===== config.mk =====
export PLATFORM = sky130hd
export DESIGN_NAME = pipe_stage_skid_reg
export DESIGN_NICKNAME = d
export VERILOG_FILES = /design/src/rtl/pipe_stage_skid_reg.sv
export SDC_FILE = /design/constraint.sdc
export NUM_CORES = 2
export LEC_CHECK = 0
export ABC_AREA = 0
export CAP_MARGIN = 0
export CORE_AREA = 2 2 336 338
export CTS_BUF_LIST = sky130_fd_sc_hd__clkbuf_8
export DETAILED_ROUTE_END_ITERATION = 7
export DIE_AREA = 0 0 338 340
export PLACE_DENSITY = 0.64
export SLEW_MARGIN = 20
export SYNTH_ARGS = -nofsm -noshare
export SYNTH_HDL_FRONTEND = slang
export SYNTH_SLANG_ARGS = --single-unit
export TNS_END_PERCENT = 50

===== constraint.sdc =====
create_clock -name Clock -period 2.4 [get_ports Clock]
set_clock_uncertainty 0.2 [all_clocks]
set_input_delay 0.24 -clock Clock [delete_from_list [all_inputs] [get_ports Clock]]
set_output_delay 0.24 -clock Clock [all_outputs]
set_load 0.1 [all_outputs]

===== src/rtl/pipe_stage_skid_reg.sv =====
// ---------------------------------------------------------------------------
// pipe_stage_skid_reg
//
// Purpose:
//   Generic pipeline stage register. It carries a control bundle and a data
//   bundle across a stage boundary using valid/ready handshakes. A 2-entry
//   skid buffer (main + skid) makes In_Ready a function of registered state
//   and Stall only, so downstream backpressure never reaches upstream through
//   combinational logic. The stage also supports stall hold, flush-to-bubble
//   and occupancy reporting. Optional saturating performance counters are
//   built when the macro PIPE_STAGE_PERF_CNT_EN is defined.
//
// Parameters:
//   DATA_W     payload width (default 416)
//   CTRL_W     control bundle width; all-zero control is a bubble/NOP
//   CLEAR_DATA 1: flush/vacate zeroes data registers, 0: data is held
//   CNT_W      width of the optional performance counters
//
// Ports:
//   Clock        rising-edge stage clock
//   Reset        synchronous, active-high reset
//   Flush        synchronous bubble insertion (priority over everything but Reset)
//   Stall        freezes both handshake sides this cycle
//   In_Valid     upstream entry valid
//   In_Ready     stage can take an entry (~skid_valid & ~Stall)
//   Ctrl_In      upstream control bundle
//   Data_In      upstream data bundle
//   Out_Valid    main entry is presented (main_valid & ~Stall)
//   Out_Ready    downstream accept
//   Ctrl_Out     main control bundle, forced to zero when main is empty
//   Data_Out     main data bundle
//   Occupancy    registered count of held entries (0/1/2)
//   Stall_Count  stalled cycles with a valid main entry (PIPE_STAGE_PERF_CNT_EN only)
//   Flush_Count  flushes that discarded a valid entry (PIPE_STAGE_PERF_CNT_EN only)
// ---------------------------------------------------------------------------
module pipe_stage_skid_reg #(
    parameter int DATA_W     = 416,
    parameter int CTRL_W     = 16,
    parameter bit CLEAR_DATA = 1'b1,
    parameter int CNT_W      = 16
) (
    input  logic              Clock,
    input  logic              Reset,
    input  logic              Flush,
    input  logic              Stall,
    input  logic              In_Valid,
    output logic              In_Ready,
    input  logic [CTRL_W-1:0] Ctrl_In,
    input  logic [DATA_W-1:0] Data_In,
    output logic              Out_Valid,
    input  logic              Out_Ready,
    output logic [CTRL_W-1:0] Ctrl_Out,
    output logic [DATA_W-1:0] Data_Out,
    output logic [1:0]        Occupancy
`ifdef PIPE_STAGE_PERF_CNT_EN
    ,
    output logic [CNT_W-1:0]  Stall_Count,
    output logic [CNT_W-1:0]  Flush_Count
`endif
);

    // Bit 1 is skid_valid, bit 0 is main_valid; 2'b10 is never reached.
    typedef enum logic [1:0] {
        EMPTY = 2'b00,
        ONE   = 2'b01,
        FULL  = 2'b11
    } state_t;

    state_t            state_q, state_d;
    logic [CTRL_W-1:0] main_ctrl_q, main_ctrl_d;
    logic [DATA_W-1:0] main_data_q, main_data_d;
    logic [CTRL_W-1:0] skid_ctrl_q, skid_ctrl_d;
    logic [DATA_W-1:0] skid_data_q, skid_data_d;
    logic [1:0]        occupancy_q, occupancy_d;

    logic main_valid;
    logic skid_valid;
    logic in_ready;
    logic out_valid;
    logic accept;
    logic emit;

    assign main_valid = state_q[0];
    assign skid_valid = state_q[1];

    // Handshakes depend only on registered state and Stall, so Stall forces
    // both accept and emit low and every register holds.
    assign in_ready  = ~skid_valid & ~Stall;
    assign out_valid = main_valid & ~Stall;
    assign accept    = In_Valid & in_ready;
    assign emit      = out_valid & Out_Ready;

    // Next-state and datapath steering. Flush wins over any handshake and
    // drops whatever was offered this cycle. Vacated slots always get their
    // control zeroed so a stale entry can never look like a real one; data is
    // only zeroed when CLEAR_DATA asks for it.
    always_comb begin
        state_d     = state_q;
        main_ctrl_d = main_ctrl_q;
        main_data_d = main_data_q;
        skid_ctrl_d = skid_ctrl_q;
        skid_data_d = skid_data_q;

        if (Flush) begin
            state_d     = EMPTY;
            main_ctrl_d = '0;
            skid_ctrl_d = '0;
            if (CLEAR_DATA) begin
                main_data_d = '0;
                skid_data_d = '0;
            end
        end else begin
            case (state_q)
                EMPTY: begin
                    if (accept) begin
                        main_ctrl_d = Ctrl_In;
                        main_data_d = Data_In;
                        state_d     = ONE;
                    end
                end
                ONE: begin
                    if (accept && emit) begin
                        main_ctrl_d = Ctrl_In;
                        main_data_d = Data_In;
                    end else if (accept) begin
                        skid_ctrl_d = Ctrl_In;
                        skid_data_d = Data_In;
                        state_d     = FULL;
                    end else if (emit) begin
                        main_ctrl_d = '0;
                        if (CLEAR_DATA) begin
                            main_data_d = '0;
                        end
                        state_d = EMPTY;
                    end
                end
                FULL: begin
                    if (emit) begin
                        main_ctrl_d = skid_ctrl_q;
                        main_data_d = skid_data_q;
                        skid_ctrl_d = '0;
                        if (CLEAR_DATA) begin
                            skid_data_d = '0;
                        end
                        state_d = ONE;
                    end
                end
                default: begin
                    state_d = EMPTY;
                end
            endcase
        end

        occupancy_d = {1'b0, state_d[1]} + {1'b0, state_d[0]};
    end

    // State, payload and occupancy registers. Reset clears everything,
    // including data, regardless of CLEAR_DATA.
    always_ff @(posedge Clock) begin
        if (Reset) begin
            state_q     <= EMPTY;
            main_ctrl_q <= '0;
            main_data_q <= '0;
            skid_ctrl_q <= '0;
            skid_data_q <= '0;
            occupancy_q <= '0;
        end else begin
            state_q     <= state_d;
            main_ctrl_q <= main_ctrl_d;
            main_data_q <= main_data_d;
            skid_ctrl_q <= skid_ctrl_d;
            skid_data_q <= skid_data_d;
            occupancy_q <= occupancy_d;
        end
    end

    assign In_Ready  = in_ready;
    assign Out_Valid = out_valid;
    assign Ctrl_Out  = main_valid ? main_ctrl_q : '0;
    assign Data_Out  = main_data_q;
    assign Occupancy = occupancy_q;

`ifdef PIPE_STAGE_PERF_CNT_EN
    localparam logic [CNT_W-1:0] CNT_MAX = '1;
    localparam logic [CNT_W-1:0] CNT_ONE = CNT_W'(1);

    logic [CNT_W-1:0] stall_count_q;
    logic [CNT_W-1:0] flush_count_q;
    logic             flush_discard;

    // A flush only counts when it actually throws something away: a held
    // entry or an entry being offered in the same cycle.
    assign flush_discard = Flush & (main_valid | skid_valid | In_Valid);

    // Saturating event counters; Flush does not clear them, only Reset does.
    always_ff @(posedge Clock) begin
        if (Reset) begin
            stall_count_q <= '0;
            flush_count_q <= '0;
        end else begin
            if (Stall && main_valid && (stall_count_q != CNT_MAX)) begin
                stall_count_q <= stall_count_q + CNT_ONE;
            end
            if (flush_discard && (flush_count_q != CNT_MAX)) begin
                flush_count_q <= flush_count_q + CNT_ONE;
            end
        end
    end

    assign Stall_Count = stall_count_q;
    assign Flush_Count = flush_count_q;
`endif

endmodule

==> Yosys cells after proc, flatten, opt, wreduce, memory -nomap -nowiden <==
Cells that the tools add are included.
{ "totals": {"output_inout_bits": 436, "ff_bits": 868, "wordCells": 52, "in_bits": 438} }
{ "op_classes": {"n_mux": 24, "reduce_logical": 7, "n_eq_ne": 8, "bitwise": 6, "add_sub_neg": 1} }
{ "ops": {"columns": ["operator", "n"], "rows": [
  ["$mux W416", 6],
  ["$pmux W416 S3", 1],
  ["$pmux W416 S2", 1],
  ["$mux W16", 7],
  ["$pmux W16 S3", 1],
  ["$pmux W16 S2", 1],
  ["$mux W2", 6],
  ["$ne A2 B2 Y1 const B", 4],
  ["$ne A3 B3 Y1 const B", 2],
  ["$pmux W2 S3", 1],
  ["$reduce_and A5 Y1", 1],
  ["$and A1 B1 Y1", 4],
  ["$reduce_and A4 Y1", 1],
  ["$reduce_bool A3 Y1", 1],
  ["$add A1 B1 Y2", 1],
  ["$eq A2 B1 Y1 const B", 1],
  ["$eq A2 B2 Y1 const B", 1],
  ["$logic_not A2 Y1", 1],
  ["$not A1 Y1", 2],
  ["$reduce_bool A2 Y1", 1],
  ["$reduce_or A2 Y1", 1],
  ["$logic_and A1 B1 Y1", 1]
]} }

==> Depth between registers and ports, before layout <==
{ "logic_depth": {"depth_word": 9, "ltp_mapped": 8, "depth_no_buf": 5} }

==> Worst setup path after synthesis <==
Ideal clock, no wire load.
{ "synth_path": {"path_type": "register to register", "from": "register state_q[1]", "to": "register occupancy_q[0], in the netlist Occupancy[0]", "stages_incl_launch_ff": 9, "synth_period_minus_slack_ps": 3106, "setup_time_ps": 114, "n_path_buf": 3, "required_ps": 2086, "t_arrival_ps": 2792, "slack_ps": -706, "cell_sequence": "dfxtp_1 > buf_6 > buf_4 > clkbuf_1 > nor2_1 > a22oi_1 > nor2_1 > ha_1 > nor2b_1"} }
{ "synth_via": {"elab_chain_len": 8, "word_cells_on_any_way": 15, "cone_classes": "add/sub (1); eq/ne (2); mux (7); bitwise (3); reduce/logical (2)"} }
{ "synth_rtl": {"columns": ["item", "line", "text"], "rows": [
  ["from (decl)", "69", "state_t state_q, state_d;"],
  ["from (signal assigned)", "168", "state_q <= state_d;"],
  ["$not A1 Y1 *", "88", "assign in_ready = ~skid_valid & ~Stall;"],
  ["$and A1 B1 Y1 *", "88", null],
  ["net In_Ready", "47", "output logic In_Ready,"],
  ["$and A1 B1 Y1 *", "90", "assign accept = In_Valid & in_ready;"],
  ["$mux W2 / $logic_and A1 B1 Y1 (equally long branches)", "125, 122", null],
  ["$mux W2", "122", "if (accept && emit) begin"],
  ["$pmux W2 S3 *", "113", "case (state_q)"],
  ["$mux W2 *", "104", "if (Flush) begin"],
  ["net state_d[0]", "69", null],
  ["$add A1 B1 Y2 *", "154", "occupancy_d = {1'b0, state_d[1]} + {1'b0, state_d[0]};"],
  ["net occupancy_d[0]", "74", "logic [1:0] occupancy_q, occupancy_d;"],
  ["to (signal assigned)", "173", "occupancy_q <= occupancy_d;"],
  ["to (decl)", "74", null]
]} }
The timed path passes the listed nets; every way through them passes the cells marked *.
A chain may end at the register's enable or synchronous reset.

==> Worst setup path after layout <==
{ "layout_path": {"from": "register state_q[0]", "to": "output Ctrl_Out[0]"} }
{ "layout_via": {"elab_chain_len": 1} }
{ "layout_rtl": {"columns": ["item", "line", "text"], "rows": [
  ["$mux W16", "179", "assign Ctrl_Out = main_valid ? main_ctrl_q : '0;"],
  ["to (decl)", "52", "output logic [CTRL_W-1:0] Ctrl_Out,"]
]} }
Every way passes these cells.

==> impl_metrics.tcl <==
set metrics [dict create \
    outcome "completed" \
    crit_path_start_kind "flip-flop" \
    synth.area.top_cells "sky130_fd_sc_hd__dfxtp_1 42%, sky130_fd_sc_hd__mux2i_1 11%, sky130_fd_sc_hd__a311oi_1 9.2%" \
    final_max_slew_viol_count 0 \
    postPlaceCellArea_um2 51900 \
    grt_pass1_vias 41700 \
    cp-end-kind "primary output" \
    grt_first_pass_wirelength_um 250000 \
    netlist_area_um2 41000 \
    synth_largest_type_area_fraction_pct 42.4 \
    drt_drc_violations_left 0 \
    grt_max_degree 157 \
    die_width_um 338 \
    power_per_unit_of_standard_cell_area_nw_per_um2 601 \
    yosysWarnings 0 \
    synth_area_per_cell_um2 8.30 \
    clock_tree.htree_level_count 4 \
    crit_chain "buf_4 -> buf_4 -> and2_4 -> buf_12" \
    numClockSinks 868 \
    setup_ws_ns 0.135 \
    total_power_mw 35.7 \
    chipHeight_um 340 \
    dpl.cell_count 7015 \
    total_cts_buffers 155 \
    timing.final.crit_period_ns 2.26 \
    tritoncts "yes" \
    maxSlewHeadroom_pct 47.7 \
    top_library_cells_by_usage_in_the_layout_fill_and_taps_aside "866 x sky130_fd_sc_hd__dfxtp_1, 864 x sky130_fd_sc_hd__nand2_1, 712 x sky130_fd_sc_hd__o21ai_0" \
    worstPathMaxFanout 4 \
    clk_transition_reported_paths_ns 0.05 \
    hold_viol_final 0 \
    die_area_um2 115000 \
    cp_common_cell "sky130_fd_sc_hd__buf_4" \
    finalSetupTns_ns 0 \
    worst_min_path_class "primary input to flip-flop" \
    clock_insertion_delay_worst_skew_ns 0.83 \
    route.final.wire_length_um 165000 \
    dpl_worst_slack_ns -0.0995 \
    worst-r2r-cell-count 5 \
    avgViaCountPerCell 5.56 \
    worst-slew-pin-transition_ns 0.784 \
    gr-usage-all-layers_pct 27.4 \
    fin_area_um2 59300 \
    cts_root_buf "sky130_fd_sc_hd__clkbuf_8" \
    dp_hpwl_um 107000 \
    cts_buffer_depth 3 \
    yosys.area.top_type "sky130_fd_sc_hd__dfxtp_1" \
    final_weighted_congestion_of_routability_driven_global_placement 0.850 \
    critical_path.n_buffers_inverters 3 \
    start_util_pct 36.8 \
    yosysSeqAreaShare_pct 42.4 \
    fmax_ghz 0.442 \
    io_pins 874 \
    area_delta_synth_final_pct 44.7 \
    ys_seq_elements 868 \
    area_of_the_core_um2 112000 \
    netlist_instances 4943 \
    grt_antenna_before_repair 17 \
    worst_hold_path.num_cells 3 \
    cellLeakagePower_nw 25.0 \
    place.port_buffers 873 \
    unrepaired_setup_endpoints_after_global_routing "no" \
    final_nets 6546 \
    layout_commonest_cell "sky130_fd_sc_hd__dfxtp_1" \
    detail_route.wl_per_cell_um 21.3 \
    fin_hold_ws_ns 0.154 \
    drt.antenna.violating_nets 0 \
    cp_data_arrival_time_ns 1.82 \
    num_rows 123 \
    mapped_nets 5382 \
    critical-path-slowest-cell "sky130_fd_sc_hd__dfxtp_4" \
    required_ns 1.96 \
    final_util_pct 53.2 \
    critical_path_cell_count 4 \
    via_count 43000 \
    fillCellCount 10000 \
    worst_path_largest_cell_delay_ns 0.37 \
    cap_viol_max_count 0 \
    final_cells 7733 \
    cp_top_family "buffers and inverters" \
    drt_iter0_drc 3633 \
    globalRouteOverflowTotal 0 \
    first_pass_iters 8 \
    worst-setup-path-type "flip-flop to primary output" \
    setup_viol 0 \
    synth_cell_type_count 30 \
    ratio_of_final_minimum_period_to_clock_period_pct 94.4 \
    vdd_ir_drop_max_mv 0.374 \
    layout-drive-gt1-share_pct 15.1 \
]
## worst paths after layout
check / from / endpoint / slack [ns]
setup / recovery: state_q[0]$_SDFF_PP0_ / Ctrl_Out[0] / 0.14
hold / removal: Stall / state_q[1]$_SDFF_PP0_ / 0.15
hold reg to reg: skid_data_q[402]$_SDFFE_PP0P_ / skid_data_q[402]$_SDFFE_PP0P_ / 0.25
setup reg to reg: state_q[1]$_SDFF_PP0_ / Data_Out[372]$_SDFFE_PP0P_ / 0.28
## logic make-up (layout without fill, tap and decap cells)
logic type,after synthesis,in the layout,synth area share [%]
buf+inv,578,1855,6.87
simple gates,1764,1764,20.4
other cells,0,13,0
mux,432,432,10.5
flops,868,868,42.4
compound gates,1300,1300,19.8
fa+ha+maj,1,1,0.0305
## tightest hold or removal path, stage by stage
cell	delay [ns]
sky130_fd_sc_hd__clkdlybuf4s50_1	0.54
sky130_fd_sc_hd__nor2b_1	0.24
sky130_fd_sc_hd__nor4_1	0.07
## cell type report
type,count,area [um2],area share [%]
diodes,13,32.5,0.0548
well taps,1500,1880,3.16
flip-flops and latches,868,17400,29.3
clock inverters,80,460,0.776
repair buffers,1583,16100,27.0
inverters,2,22.5,0.0380
multi-input cells,3497,20900,35.2
clock buffers,190,2620,4.41
## metal layers
metal	global-route usage (%)	part of all wire, %	vias up
met2	44.0	47	1981
met1	34.8	41	20600
met3	5.31	7.5	442
li1	-	-	19900
met5	0	0.048	-
met4	14.6	5.3	10
## registers in the layout, summed over array words and instances, names as in the netlist
signal,flops
main_ctrl_q,16
skid_data_q,416
state_q,2
skid_ctrl_q,16
Occupancy,2
Data_Out,416
## timing repair
| item | CTS | global route |
|---|---|---|
| endpoints found under the hold margin | 865 | 0 |
| buffers inserted | 2 | 0 |
| endpoints found under the setup margin | 17 | 0 |
| resized for setup | 4 | 0 |
| hold buffers | 433 | 0 |
## report_power, final
| group | internal (mW) | total (mW) | switching [mW] |
|---|---|---|---|
| combinational | 2.46 | 6.76 | 4.30 |
| clock | 7.39 | 14.0 | 6.56 |
| sequential | 14.7 | 15.0 | 0.255 |
## Yosys cell counts
| cell type | number |
|---|---|
| sky130_fd_sc_hd__a211oi_2 | 1 |
| sky130_fd_sc_hd__a21oi_1 | 1 |
| sky130_fd_sc_hd__a22oi_1 | 1 |
| sky130_fd_sc_hd__a311oi_1 | 432 |
| sky130_fd_sc_hd__and2_1 | 449 |
| sky130_fd_sc_hd__and3b_1 | 1 |
| sky130_fd_sc_hd__and4bb_1 | 1 |
| sky130_fd_sc_hd__buf_1 | 8 |
| sky130_fd_sc_hd__buf_2 | 161 |
| sky130_fd_sc_hd__buf_4 | 75 |
| sky130_fd_sc_hd__buf_6 | 22 |
| sky130_fd_sc_hd__clkbuf_1 | 310 |
| sky130_fd_sc_hd__dfxtp_1 | 868 |
| sky130_fd_sc_hd__ha_1 | 1 |
| sky130_fd_sc_hd__inv_2 | 2 |
| sky130_fd_sc_hd__mux2i_1 | 432 |
| sky130_fd_sc_hd__nand2_1 | 864 |
| sky130_fd_sc_hd__nand2_4 | 1 |
| sky130_fd_sc_hd__nand2b_1 | 1 |
| sky130_fd_sc_hd__nor2_1 | 3 |
| sky130_fd_sc_hd__nor2b_1 | 4 |
| sky130_fd_sc_hd__nor3_1 | 434 |
| sky130_fd_sc_hd__nor3b_1 | 1 |
| sky130_fd_sc_hd__nor4_1 | 1 |
| sky130_fd_sc_hd__nor4b_2 | 1 |
| sky130_fd_sc_hd__o21ai_0 | 712 |
| sky130_fd_sc_hd__o21ai_1 | 153 |
| sky130_fd_sc_hd__or2_2 | 1 |
| sky130_fd_sc_hd__or3b_1 | 1 |
| sky130_fd_sc_hd__or3b_2 | 1 |
Note: power is estimated with default switching activity, not from simulation.
